<file path="src/rtl/j1_io_pkg.sv">
// Shared definitions for the J1 I/O-bus UART: register offsets, STATUS bit
// positions, the common TX/RX state encoding and the divisor floor.
package j1_io_pkg;

  localparam logic [1:0] REG_DATA   = 2'd0;
  localparam logic [1:0] REG_STATUS = 2'd1;
  localparam logic [1:0] REG_DIV    = 2'd2;
  localparam logic [1:0] REG_CTRL   = 2'd3;

  localparam int STS_TX_FULL   = 0;
  localparam int STS_TX_IDLE   = 1;
  localparam int STS_RX_VALID  = 2;
  localparam int STS_RX_OVRUN  = 3;
  localparam int STS_RX_FRMERR = 4;
  localparam int STS_TX_DROP   = 5;

  typedef enum logic [1:0] {ST_IDLE, ST_START, ST_DATA, ST_STOP} uart_state_t;

  localparam logic [15:0] DIV_MIN = 16'd3;

endpackage

</file>
<file path="src/rtl/j1_io_uart_if.sv">
// J1 CPU I/O bus as seen by one responder in the 4000H..FFFFH window.
interface j1_io_uart_if;
  logic        io_rd;
  logic        io_wr;
  logic [15:0] io_addr;
  logic [15:0] io_dout;
  logic [15:0] io_din;

  modport master (output io_rd, io_wr, io_addr, io_dout, input io_din);
  modport slave  (input io_rd, io_wr, io_addr, io_dout, output io_din);
endinterface

</file>
<file path="src/rtl/j1_sync_fifo.sv">
// Single-clock FIFO; a push into a full FIFO succeeds when a pop happens in the same cycle.
module j1_sync_fifo #(
  parameter int WIDTH = 8,
  parameter int DEPTH = 4
) (
  input  logic             clk_i,
  input  logic             rst_n_i,
  input  logic             push_i,
  input  logic             pop_i,
  input  logic [WIDTH-1:0] wdata_i,
  output logic [WIDTH-1:0] rdata_o,
  output logic             full_o,
  output logic             empty_o
);
  localparam int AW = $clog2(DEPTH);

  logic [WIDTH-1:0] mem_q [DEPTH];
  logic [AW:0]      wptr_q, wptr_d, rptr_q, rptr_d;
  logic             do_push, do_pop;

  // Pointers carry one wrap bit so full and empty are distinguishable.
  assign empty_o = (wptr_q == rptr_q);
  assign full_o  = (wptr_q[AW] != rptr_q[AW]) && (wptr_q[AW-1:0] == rptr_q[AW-1:0]);
  assign do_pop  = pop_i & ~empty_o;
  assign do_push = push_i & (~full_o | do_pop);
  assign rdata_o = mem_q[rptr_q[AW-1:0]];

  always_comb begin
    wptr_d = do_push ? wptr_q + 1'b1 : wptr_q;
    rptr_d = do_pop  ? rptr_q + 1'b1 : rptr_q;
  end

  always_ff @(posedge clk_i or negedge rst_n_i) begin
    if (!rst_n_i) begin
      wptr_q <= '0;
      rptr_q <= '0;
    end else begin
      wptr_q <= wptr_d;
      rptr_q <= rptr_d;
    end
  end

  always_ff @(posedge clk_i) begin
    if (do_push) mem_q[wptr_q[AW-1:0]] <= wdata_i;
  end
endmodule

</file>
<file path="src/rtl/j1_io_uart.sv">
// Memory-mapped 8N1 UART responder for the J1 I/O bus (DATA/STATUS/DIV/CTRL).
// Define J1_IO_UART_LOOPBACK_EN to add the CTRL loopback bit.
module j1_io_uart
  import j1_io_pkg::*;
#(
  parameter logic [15:0] BASE_ADDR   = 16'h4000,
  parameter int          TX_DEPTH    = 4,
  parameter logic [15:0] DEFAULT_DIV = 16'd433
) (
  input  logic        sys_clk_i,
  input  logic        sys_rst_n_i,
  j1_io_uart_if.slave bus,
  input  logic        uart_rxd_i,
  output logic        uart_txd_o
);
  logic        sel, wr_data, wr_div, rd_data, rd_sts;
  logic [1:0]  idx;
  logic        unused_addr0;
  logic [15:0] div_q, div_d, ctrl_rd, rd_mux;
  logic        fifo_full, fifo_empty, tx_pop, tx_idle, drop_set;
  logic [7:0]  fifo_rdata;

  uart_state_t tx_state_q, tx_state_d;
  logic [15:0] tx_cnt_q, tx_cnt_d, tx_div_q, tx_div_d;
  logic [2:0]  tx_bit_q, tx_bit_d;
  logic [7:0]  tx_shift_q, tx_shift_d;
  logic        txd_q, txd_d;

  uart_state_t rx_state_q, rx_state_d;
  logic [15:0] rx_cnt_q, rx_cnt_d, rx_div_q, rx_div_d, rx_half_m1;
  logic [2:0]  rx_bit_q, rx_bit_d;
  logic [7:0]  rx_shift_q, rx_shift_d, rx_data_q, rx_data_d;
  logic [1:0]  rx_sync_q, rx_sync_d;
  logic        rx_in, rxs, rx_wait_q, rx_wait_d, rx_load, frame_set;
  logic        rx_valid_q, rx_valid_d, ovr_q, ovr_d, ferr_q, ferr_d, drop_q, drop_d;

  assign sel          = (bus.io_addr[15:3] == BASE_ADDR[15:3]);
  assign idx          = bus.io_addr[2:1];
  assign unused_addr0 = bus.io_addr[0];
  assign wr_data      = bus.io_wr & sel & (idx == REG_DATA);
  assign wr_div       = bus.io_wr & sel & (idx == REG_DIV);
  assign rd_data      = bus.io_rd & sel & (idx == REG_DATA);
  assign rd_sts       = bus.io_rd & sel & (idx == REG_STATUS);

`ifdef J1_IO_UART_LOOPBACK_EN
  logic wr_ctrl, lb_q, lb_d;
  assign wr_ctrl    = bus.io_wr & sel & (idx == REG_CTRL);
  assign lb_d       = wr_ctrl ? bus.io_dout[0] : lb_q;
  assign rx_in      = lb_q ? txd_q : uart_rxd_i;
  assign uart_txd_o = lb_q | txd_q;
  assign ctrl_rd    = {15'd0, lb_q};
  always_ff @(posedge sys_clk_i or negedge sys_rst_n_i) begin
    if (!sys_rst_n_i) lb_q <= 1'b0;
    else              lb_q <= lb_d;
  end
`else
  assign rx_in      = uart_rxd_i;
  assign uart_txd_o = txd_q;
  assign ctrl_rd    = 16'd0;
`endif

  j1_sync_fifo #(.WIDTH(8), .DEPTH(TX_DEPTH)) u_tx_fifo (
    .clk_i  (sys_clk_i),
    .rst_n_i(sys_rst_n_i),
    .push_i (wr_data),
    .pop_i  (tx_pop),
    .wdata_i(bus.io_dout[7:0]),
    .rdata_o(fifo_rdata),
    .full_o (fifo_full),
    .empty_o(fifo_empty)
  );

  assign tx_idle  = fifo_empty & (tx_state_q == ST_IDLE);
  assign drop_set = wr_data & fifo_full & ~tx_pop;
  assign div_d    = wr_div ? ((bus.io_dout < DIV_MIN) ? DIV_MIN : bus.io_dout) : div_q;

  always_comb begin
    rd_mux = 16'h0000;
    case (idx)
      REG_DATA: rd_mux = {8'h00, rx_data_q};
      REG_STATUS: begin
        rd_mux[STS_TX_FULL]   = fifo_full;
        rd_mux[STS_TX_IDLE]   = tx_idle;
        rd_mux[STS_RX_VALID]  = rx_valid_q;
        rd_mux[STS_RX_OVRUN]  = ovr_q;
        rd_mux[STS_RX_FRMERR] = ferr_q;
        rd_mux[STS_TX_DROP]   = drop_q;
      end
      REG_DIV: rd_mux = div_q;
      default: rd_mux = ctrl_rd;
    endcase
  end
  assign bus.io_din = sel ? rd_mux : 16'h0000;

  // Transmitter: the divisor is captured per frame so DIV writes never stretch a bit mid-frame.
  always_comb begin
    tx_state_d = tx_state_q;
    tx_cnt_d   = tx_cnt_q + 16'd1;
    tx_div_d   = tx_div_q;
    tx_bit_d   = tx_bit_q;
    tx_shift_d = tx_shift_q;
    txd_d      = txd_q;
    tx_pop     = 1'b0;
    case (tx_state_q)
      ST_START: if (tx_cnt_q == tx_div_q) begin
        tx_cnt_d = '0; tx_bit_d = '0; txd_d = tx_shift_q[0]; tx_state_d = ST_DATA;
      end
      ST_DATA: if (tx_cnt_q == tx_div_q) begin
        tx_cnt_d = '0;
        if (tx_bit_q == 3'd7) begin
          txd_d = 1'b1; tx_state_d = ST_STOP;
        end else begin
          tx_bit_d = tx_bit_q + 3'd1; tx_shift_d = tx_shift_q >> 1; txd_d = tx_shift_q[1];
        end
      end
      ST_STOP: if (tx_cnt_q == tx_div_q) tx_state_d = ST_IDLE;
      default: tx_state_d = ST_IDLE;
    endcase
    // Frame launch from IDLE, or straight out of STOP for gap-free back-to-back frames.
    if ((tx_state_q == ST_IDLE || (tx_state_q == ST_STOP && tx_cnt_q == tx_div_q)) && !fifo_empty) begin
      tx_pop = 1'b1; tx_state_d = ST_START; tx_cnt_d = '0;
      tx_shift_d = fifo_rdata; tx_div_d = div_q; txd_d = 1'b0;
    end
  end

  assign rx_sync_d  = {rx_sync_q[0], rx_in};
  assign rxs        = rx_sync_q[1];
  assign rx_half_m1 = {1'b0, rx_div_q[15:1]} + {15'd0, rx_div_q[0]} - 16'd1;

  always_comb begin
    rx_state_d = rx_state_q;
    rx_cnt_d   = rx_cnt_q + 16'd1;
    rx_div_d   = rx_div_q;
    rx_bit_d   = rx_bit_q;
    rx_shift_d = rx_shift_q;
    rx_wait_d  = rx_wait_q;
    rx_load    = 1'b0;
    frame_set  = 1'b0;
    case (rx_state_q)
      ST_IDLE: if (!rxs) begin
        rx_state_d = ST_START; rx_cnt_d = '0; rx_div_d = div_q;
      end
      ST_START: if (rx_cnt_q == rx_half_m1) begin
        rx_cnt_d = '0; rx_bit_d = '0;
        rx_state_d = rxs ? ST_IDLE : ST_DATA;
      end
      ST_DATA: if (rx_cnt_q == rx_div_q) begin
        rx_cnt_d = '0; rx_shift_d = {rxs, rx_shift_q[7:1]};
        if (rx_bit_q == 3'd7) rx_state_d = ST_STOP;
        else                  rx_bit_d = rx_bit_q + 3'd1;
      end
      ST_STOP:
        // A low stop bit parks here until the line recovers, so a break is not re-read as a start.
        if (rx_wait_q) begin
          if (rxs) begin rx_wait_d = 1'b0; rx_state_d = ST_IDLE; end
        end else if (rx_cnt_q == rx_div_q) begin
          rx_cnt_d = '0;
          if (rxs) begin rx_load = 1'b1; rx_state_d = ST_IDLE; end
          else begin frame_set = 1'b1; rx_wait_d = 1'b1; end
        end
      default: rx_state_d = ST_IDLE;
    endcase
  end

  assign rx_data_d  = rx_load ? rx_shift_q : rx_data_q;
  assign rx_valid_d = rx_load ? 1'b1 : (rd_data ? 1'b0 : rx_valid_q);
  assign ovr_d      = (rx_load & rx_valid_q & ~rd_data) ? 1'b1 : (rd_sts ? 1'b0 : ovr_q);
  assign ferr_d     = frame_set ? 1'b1 : (rd_sts ? 1'b0 : ferr_q);
  assign drop_d     = drop_set  ? 1'b1 : (rd_sts ? 1'b0 : drop_q);

  always_ff @(posedge sys_clk_i or negedge sys_rst_n_i) begin
    if (!sys_rst_n_i) begin
      div_q      <= DEFAULT_DIV;
      tx_state_q <= ST_IDLE;
      tx_cnt_q   <= '0;
      tx_div_q   <= DEFAULT_DIV;
      tx_bit_q   <= '0;
      txd_q      <= 1'b1;
      rx_sync_q  <= 2'b11;
      rx_state_q <= ST_IDLE;
      rx_cnt_q   <= '0;
      rx_div_q   <= DEFAULT_DIV;
      rx_bit_q   <= '0;
      rx_wait_q  <= 1'b0;
      rx_data_q  <= '0;
      rx_valid_q <= 1'b0;
      ovr_q      <= 1'b0;
      ferr_q     <= 1'b0;
      drop_q     <= 1'b0;
    end else begin
      div_q      <= div_d;
      tx_state_q <= tx_state_d;
      tx_cnt_q   <= tx_cnt_d;
      tx_div_q   <= tx_div_d;
      tx_bit_q   <= tx_bit_d;
      txd_q      <= txd_d;
      rx_sync_q  <= rx_sync_d;
      rx_state_q <= rx_state_d;
      rx_cnt_q   <= rx_cnt_d;
      rx_div_q   <= rx_div_d;
      rx_bit_q   <= rx_bit_d;
      rx_wait_q  <= rx_wait_d;
      rx_data_q  <= rx_data_d;
      rx_valid_q <= rx_valid_d;
      ovr_q      <= ovr_d;
      ferr_q     <= ferr_d;
      drop_q     <= drop_d;
    end
  end

  always_ff @(posedge sys_clk_i) begin
    tx_shift_q <= tx_shift_d;
    rx_shift_q <= rx_shift_d;
  end
endmodule

</file>
<file path="src/flat_wrapper.sv">
// flat-port wrapper written by rule: the top's interface ports become plain ports
module j1_io_uart_flat import j1_io_pkg::*;
#(
  parameter logic [15:0] BASE_ADDR   = 16'h4000,
  parameter int          TX_DEPTH    = 4,
  parameter logic [15:0] DEFAULT_DIV = 16'd433
)
  (sys_clk_i, sys_rst_n_i, uart_rxd_i, uart_txd_o, bus_io_rd, bus_io_wr, bus_io_addr, bus_io_dout, bus_io_din);
  j1_io_uart_if bus_i ();
  input  logic sys_clk_i;
  input  logic sys_rst_n_i;
  input  logic uart_rxd_i;
  output logic uart_txd_o;
  input wire logic [$bits(bus_i.io_rd)-1:0] bus_io_rd;
  input wire logic [$bits(bus_i.io_wr)-1:0] bus_io_wr;
  input wire logic [$bits(bus_i.io_addr)-1:0] bus_io_addr;
  input wire logic [$bits(bus_i.io_dout)-1:0] bus_io_dout;
  output wire logic [$bits(bus_i.io_din)-1:0] bus_io_din;
  assign bus_i.io_rd = bus_io_rd;
  assign bus_i.io_wr = bus_io_wr;
  assign bus_i.io_addr = bus_io_addr;
  assign bus_i.io_dout = bus_io_dout;
  assign bus_io_din = bus_i.io_din;
  j1_io_uart #(.BASE_ADDR(BASE_ADDR), .TX_DEPTH(TX_DEPTH), .DEFAULT_DIV(DEFAULT_DIV)) u_core (.sys_clk_i(sys_clk_i), .sys_rst_n_i(sys_rst_n_i), .bus(bus_i), .uart_rxd_i(uart_rxd_i), .uart_txd_o(uart_txd_o));
endmodule
</file>
<file path="config.mk">
export PLATFORM = sky130hd
export DESIGN_NAME = j1_io_uart_flat
export DESIGN_NICKNAME = d
export VERILOG_FILES = /design/src/rtl/j1_io_pkg.sv /design/src/rtl/j1_io_uart_if.sv /design/src/rtl/j1_sync_fifo.sv /design/src/rtl/j1_io_uart.sv /design/src/flat_wrapper.sv
export SDC_FILE = /design/constraint.sdc
export NUM_CORES = 1
export LEC_CHECK = 0
export CAP_MARGIN = 10
export CELL_PAD_IN_SITES_DETAIL_PLACEMENT = 1
export CELL_PAD_IN_SITES_GLOBAL_PLACEMENT = 2
export CORE_ASPECT_RATIO = 2
export CORE_UTILIZATION = 37
export DETAILED_ROUTE_END_ITERATION = 7
export MAX_ROUTING_LAYER = met4
export PLACE_DENSITY = 0.83
export SLEW_MARGIN = 20
export SYNTH_ARGS = -nofsm -noshare
export SYNTH_HDL_FRONTEND = slang
export SYNTH_SLANG_ARGS = --single-unit
export TNS_END_PERCENT = 20
</file>
<file path="constraint.sdc">
create_clock -name sys_clk_i -period 3.2 [get_ports sys_clk_i]
set_clock_uncertainty 0.1 [all_clocks]
set_input_delay 0.96 -clock sys_clk_i [delete_from_list [all_inputs] [get_ports sys_clk_i]]
set_output_delay 0.96 -clock sys_clk_i [all_outputs]
set_load 0.02 [all_outputs]
</file>
Word-level counts from Yosys, hierarchy flattened:

Memories as Yosys holds them, arrays and structs flattened.
Cells that the tools add are included.

* bits of input ports: 37
* memories kept: 1
* word-level logic and storage cells: 169
* register bits: 128
* output and inout port bits: 17
* bits in writable memories: 32

Memories
* u_core.u_tx_fifo.mem_q: words 4, bits a word 8, rd ports 1, clocked after memory_dff 0, write ports 1, RTL line j1_sync_fifo.sv:17 `logic [WIDTH-1:0] mem_q [DEPTH];`

* multiplexer cells: 62
* bitwise logic cells: 19
* $add $sub $neg: 8
* magnitude comparators: 1
* reduce and logical (&&, ||, !) cells: 26
* eq/ne operators: 31

Operator list (number)
* two-way mux 16 bit: 9
* one-hot mux 16 bit (4 select lines): 1
* == test 16 bit: 3
* adder 16 x 1 -> 16 bit, second input constant: 2
* two-way mux 8 bit: 4
* two-way mux 2 bit: 13
* two-way mux 1 bit: 22
* one-hot mux 10 bit (2 select lines): 1
* two-way mux 3 bit: 6
* one-hot mux 6 bit (3 select lines): 1
* adder 15 x 1 -> 16 bit: 1
* less-than comparator 16 x 2 -> 1 bit, second input constant: 1
* nonzero test 2 bit: 8
* subtractor 16 x 1 -> 16 bit, second input constant: 1
* AND 1 bit: 13
* == test 13 x 12 -> 1 bit, second input constant: 1
* adder 3 x 1 -> 3 bit, second input constant: 4
* != test 3 x 1 -> 1 bit, second input constant: 4
* one-hot mux 3 bit (2 select lines): 2
* AND reduction 4 bit: 3
* == test 2 bit, second input constant: 5
* != test 2 x 1 -> 1 bit, second input constant: 5
* != test 2 bit, second input constant: 4
* one-hot mux 2 bit (4 select lines): 1
* other kinds (19): 32

Logic depth before layout (Yosys ltp):

* depth in word-level cells: 10
* gate-level depth with buffers: 10
* depth with buffers taken out: 9

Modules after synthesis:

Synthesis repeated with hierarchy kept, for this count alone.

* cells, all modules: 738
* area, all modules: 8484.4 um^2

By module, submodules not included
* j1_io_uart: area an instance 6845.3 um^2, instances 1, cells each 653, sequential area each 3155.5 um^2
* j1_sync_fifo: area an instance 1639.1 um^2, instances 1, cells each 85, sequential area each 1111.1 um^2

Least setup slack after synthesis:

No wires, ideal clock.

* path kind: input to output
* from: input port bus_io_addr[4]
* to: output port bus_io_din[10]
* required time: 2.140 ns
* arrival: 2.315 ns
* buffers on the path: 0
* slack: -0.175 ns
* stages on the path: 4
* cell sequence: nor4_1 > nand4_1 > nor3b_1 > and2_1

* cells in the longest elaborated chain, start to end: 2

RTL lines
* start, declared: RTL line flat_wrapper.sv:16 `input wire logic [$bits(bus_i.io_addr)-1:0] bus_io_addr;`
* == test 13 x 12 -> 1 bit: RTL line j1_io_uart.sv:37 `assign sel = (bus.io_addr[15:3] == BASE_ADDR[15:3]);`
* two-way mux 16 bit: RTL line j1_io_uart.sv:93 `assign bus.io_din = sel ? rd_mux : 16'h0000;`
* end, declared: RTL line flat_wrapper.sv:18 `output wire logic [$bits(bus_i.io_din)-1:0] bus_io_din;`

Every way passes these cells.

Worst setup path in the final report:

* from: input port bus_io_addr[3]
* to: output port bus_io_din[10]

The elaborated chain is that of the path after synthesis.

==> summary.txt <==
Synth area leaders: dfrtp_1, edfxtp_1, mux2_2, dfstp_2, xnor2_1
maxcap violations: 0
Peak VDD IR: 0.453 mV
P_sw: 1.74 mW
DRC: 0
clock sink count: 160
remaining global-route overflow: 0
slew margin rel.: 53.8%
global-route wire length before repair: 35.1 mm
Iter 0 DRT Violations: 224
clock root cell: clkbuf_16
Async SR Flop Fraction: 70.0%
fin crit period: 3.37 ns
H-Tree Depth: 4
number of flops mapped to enable cells by yosys: 48
port buffer count: 52
antenna cells: 0
number of global-route vias before repair: 6,491
Crit path arrival time: 2.31 ns
total leakage power: 4.20 nW
status: complete, but fails checks
cts hold-fix bufs: 0
CTS tree: yes
clk_lat worst skew: 0.43 ns
Hold Vio Cnt, Final: 0
Max clock buf depth: 2
setup slack after layout: -0.170 ns
RSZ-0062 raised after global routing: true
final wirelength: 21.6 mm
commonest cells after routing, fill and taps aside: dfrtp_1, mux2_2, nor2_1
Post-Syn Instances: 699
Initial Util: 38.0%
WL/cell: 20.4 um
design area: 0.0100 mm^2
Synth Flop Type: dfrtp_1
most common cell after layout, fill and taps aside: dfrtp_1
io pins: 54
reg2reg path depth: 10
vias per cell: 5.35
Post-DRT Antenna Nets: 0
Avg Cell Area, Syn: 11.8 um^2
origin of the worst setup path: bus_io_addr[3]
gr usage total: 21.2%
Cell Area, Placed: 0.00929 mm^2
Hold Path Class: reg2reg
share of layout cells above drive strength 1: 28.6%
die width: 107 um
Yosys top cell by area: dfrtp_1
PD cells: 565 mW/mm^2
Synth top area share: 28.6%
register bit total from synthesis: 160
worst hold path stage count: 0
Finish-stage setup viols: 10
largest net degree at the start of global routing: 113
area grow syn2layout: 21.9%
Placeable Area: 0.0217 mm^2
CTS buffer count: 17
part of the power in the clock network: 33.3%
Sw Share: 30.6%
Reg clk slew, reported paths: 0.07 ns
Die Ht: 213 um
fin util: 46.3%
failing checks: setup timing
sequential fraction of the synthesis area: 51.8%
FF-to-FF Start: u_core.rx_div_q[1]
crit start category: input pin
via count: 5,666
CP Data Required Time: 2.14 ns
nets: 828
floorplan row count: 76
Int Pwr: 3.93 mW
Worst-Margin Slew: 0.693 ns
Fin Setup TNS: -1.31 ns
first-pass iteration count of the detailed router: 4
FMAX: 297 MHz
sequential fraction of design power: 42.3%
die area: 0.0229 mm^2
final max-slew violation count: 0
Synth Cell Area: 0.00823 mm^2
Worst Setup Path Type: in2out
Worst Path Max Fanout: 5
Placer Congestion: 0.833
Crit. End Element: output pin
Final period util: 105%
hold_sp: u_core.rx_sync_q[0]
yosys warns: 0
Netlist cell types: 63
DP HPWL: 15.7 mm
Combinational Power Share: 24.4%
initial antenna violation count: 0
syn nets: 754
-- flip-flops by register name, indices dropped and copies added (netlist names), named ones only --
register                 flops
u_core.ovr_q                 1
u_core.rx_div_q             16
u_core.tx_state_q            2
u_core.tx_div_q             16
u_core.ferr_q                1
u_core.rx_sync_q             2
u_core.drop_q                1
u_core.rx_valid_q            1
u_core.u_tx_fifo.mem_q      32
u_core.rx_state_q            1
u_core.div_q                16
u_core.tx_shift_q            8
u_core.tx_cnt_q             16
u_core.rx_cnt_q             16
u_core.rx_bit_q              3
u_core.uart_txd_o            1
u_core.tx_bit_q              3
u_core.u_tx_fifo.wptr_q      3
u_core.rx_shift_q            8
u_core.rx_data_q             8
u_core.u_tx_fifo.rptr_q      3
u_core.rx_wait_q             1
-- worst paths after layout --
path / slack, ns / endpoint
setup / recovery: -0.17 / bus_io_din[10]
hold / removal: 0.26 / u_core.rx_sync_q[1]
setup reg to reg: 0.14 / u_core.rx_state_q[0]
hold reg to reg: 0.26 / u_core.rx_sync_q[1]
max in group asynchronous: 1.97 / u_core.tx_bit_q[1]
min in group asynchronous: 0.45 / u_core.rx_cnt_q[12]
-- cell families (layout without fill, tap and decap cells) --
logic type               count (synthesis)  count (layout)  synth area share [%]
AO/OA/AOI/OAI                           90              90                  7.83
XOR/XNOR                                88              88                  9.36
adder cells (fa/ha/maj)                 18              18                  2.74
buffers and inverters                   53             140                  2.69
flip-flops                             160             160                  51.8
multiplexers                            82              82                  12.1
AND/OR/NAND/NOR                        208             208                  13.4
-- cell type report --
cell class                      count  area, um^2
Clock buffer                       18         429
Clock inverter                     14         110
Fill cell                        2283       11600
Inverter                           19        71.3
Multi-Input combinational cell    486        3890
Sequential cell                   160        4270
Tap cell                          273         342
Timing Repair Buffer               89         922
-- metal layers --
metal	up-vias	wire (um)	part of all wire (%)	GRT usage, %
met5	-	0	0	-
met4	0	793	3.7	9.64
met3	41	313	1.4	3.21
met2	57	13000	60	41.5
met1	2923	7470	35	19.6
li1	2645	-	-	-
-- synthesized netlist by cell type (all sizes together) (3+ instances only) --
master / instances
o21ai: 43
a21oi: 11
nor3: 8
buf: 7
nor2: 61
nand2: 42
nand2b: 4
dfstp: 18
inv: 19
nor4: 14
nor2b: 3
xor2: 35
and2: 15
xnor2: 53
nand3: 10
o211ai: 4
dfrtp: 94
and4: 6
a31oi: 6
clkbuf: 27
nand3b: 3
mux2i: 13
nor3b: 5
nand4: 18
and3: 5
a22o: 7
ha: 18
or4b: 3
edfxtp: 48
mux4: 8
mux2: 61
-- through the flow --
stage / hold slack, ns / cells / power (mW) / setup slack [ns]
after floorplan: 0.245 / 699 / 3.31 / -0.0668
after global placement: 0.248 / 1020 / 3.74 / -0.963
after detailed placement: 0.248 / 1020 / 3.82 / -1.02
after CTS: 0.258 / 1058 / 5.72 / -0.168
after global routing: 0.259 / 1059 / 5.93 / -0.249
final: 0.258 / 1059 / 5.67 / -0.170
-- critical path, cell delays in order --
cell	delay (ns)
buf_6	0.10
nor4_4	0.25
nand4_1	0.14
buf_6	0.15
nor3b_4	0.18
buf_6	0.14
buf_6	0.12
and2_4	0.15
buf_6	0.11
-- repair_timing --
action                                 in CTS  in global routing
endpoints found under the hold margin       0                  0
pin swaps                                   7                  3
setup endpoints to repair                  52                 35
setup buffers                               4                  1
gates resized for setup                   148                  9
cloned                                      2                  0
-- power groups by stage --
| stage | registers (mW) | clock network, mW | logic, mW |
|---|---|---|---|
| detailed placement | 2.44 | 0 | 1.39 |
| CTS | 2.40 | 1.91 | 1.41 |
| global route | 2.42 | 2.00 | 1.51 |
| global placement | 2.43 | 0 | 1.31 |
| finish | 2.40 | 1.89 | 1.38 |
| floorplan | 2.41 | 0 | 0.901 |
Power figures use the tool's default switching activity.
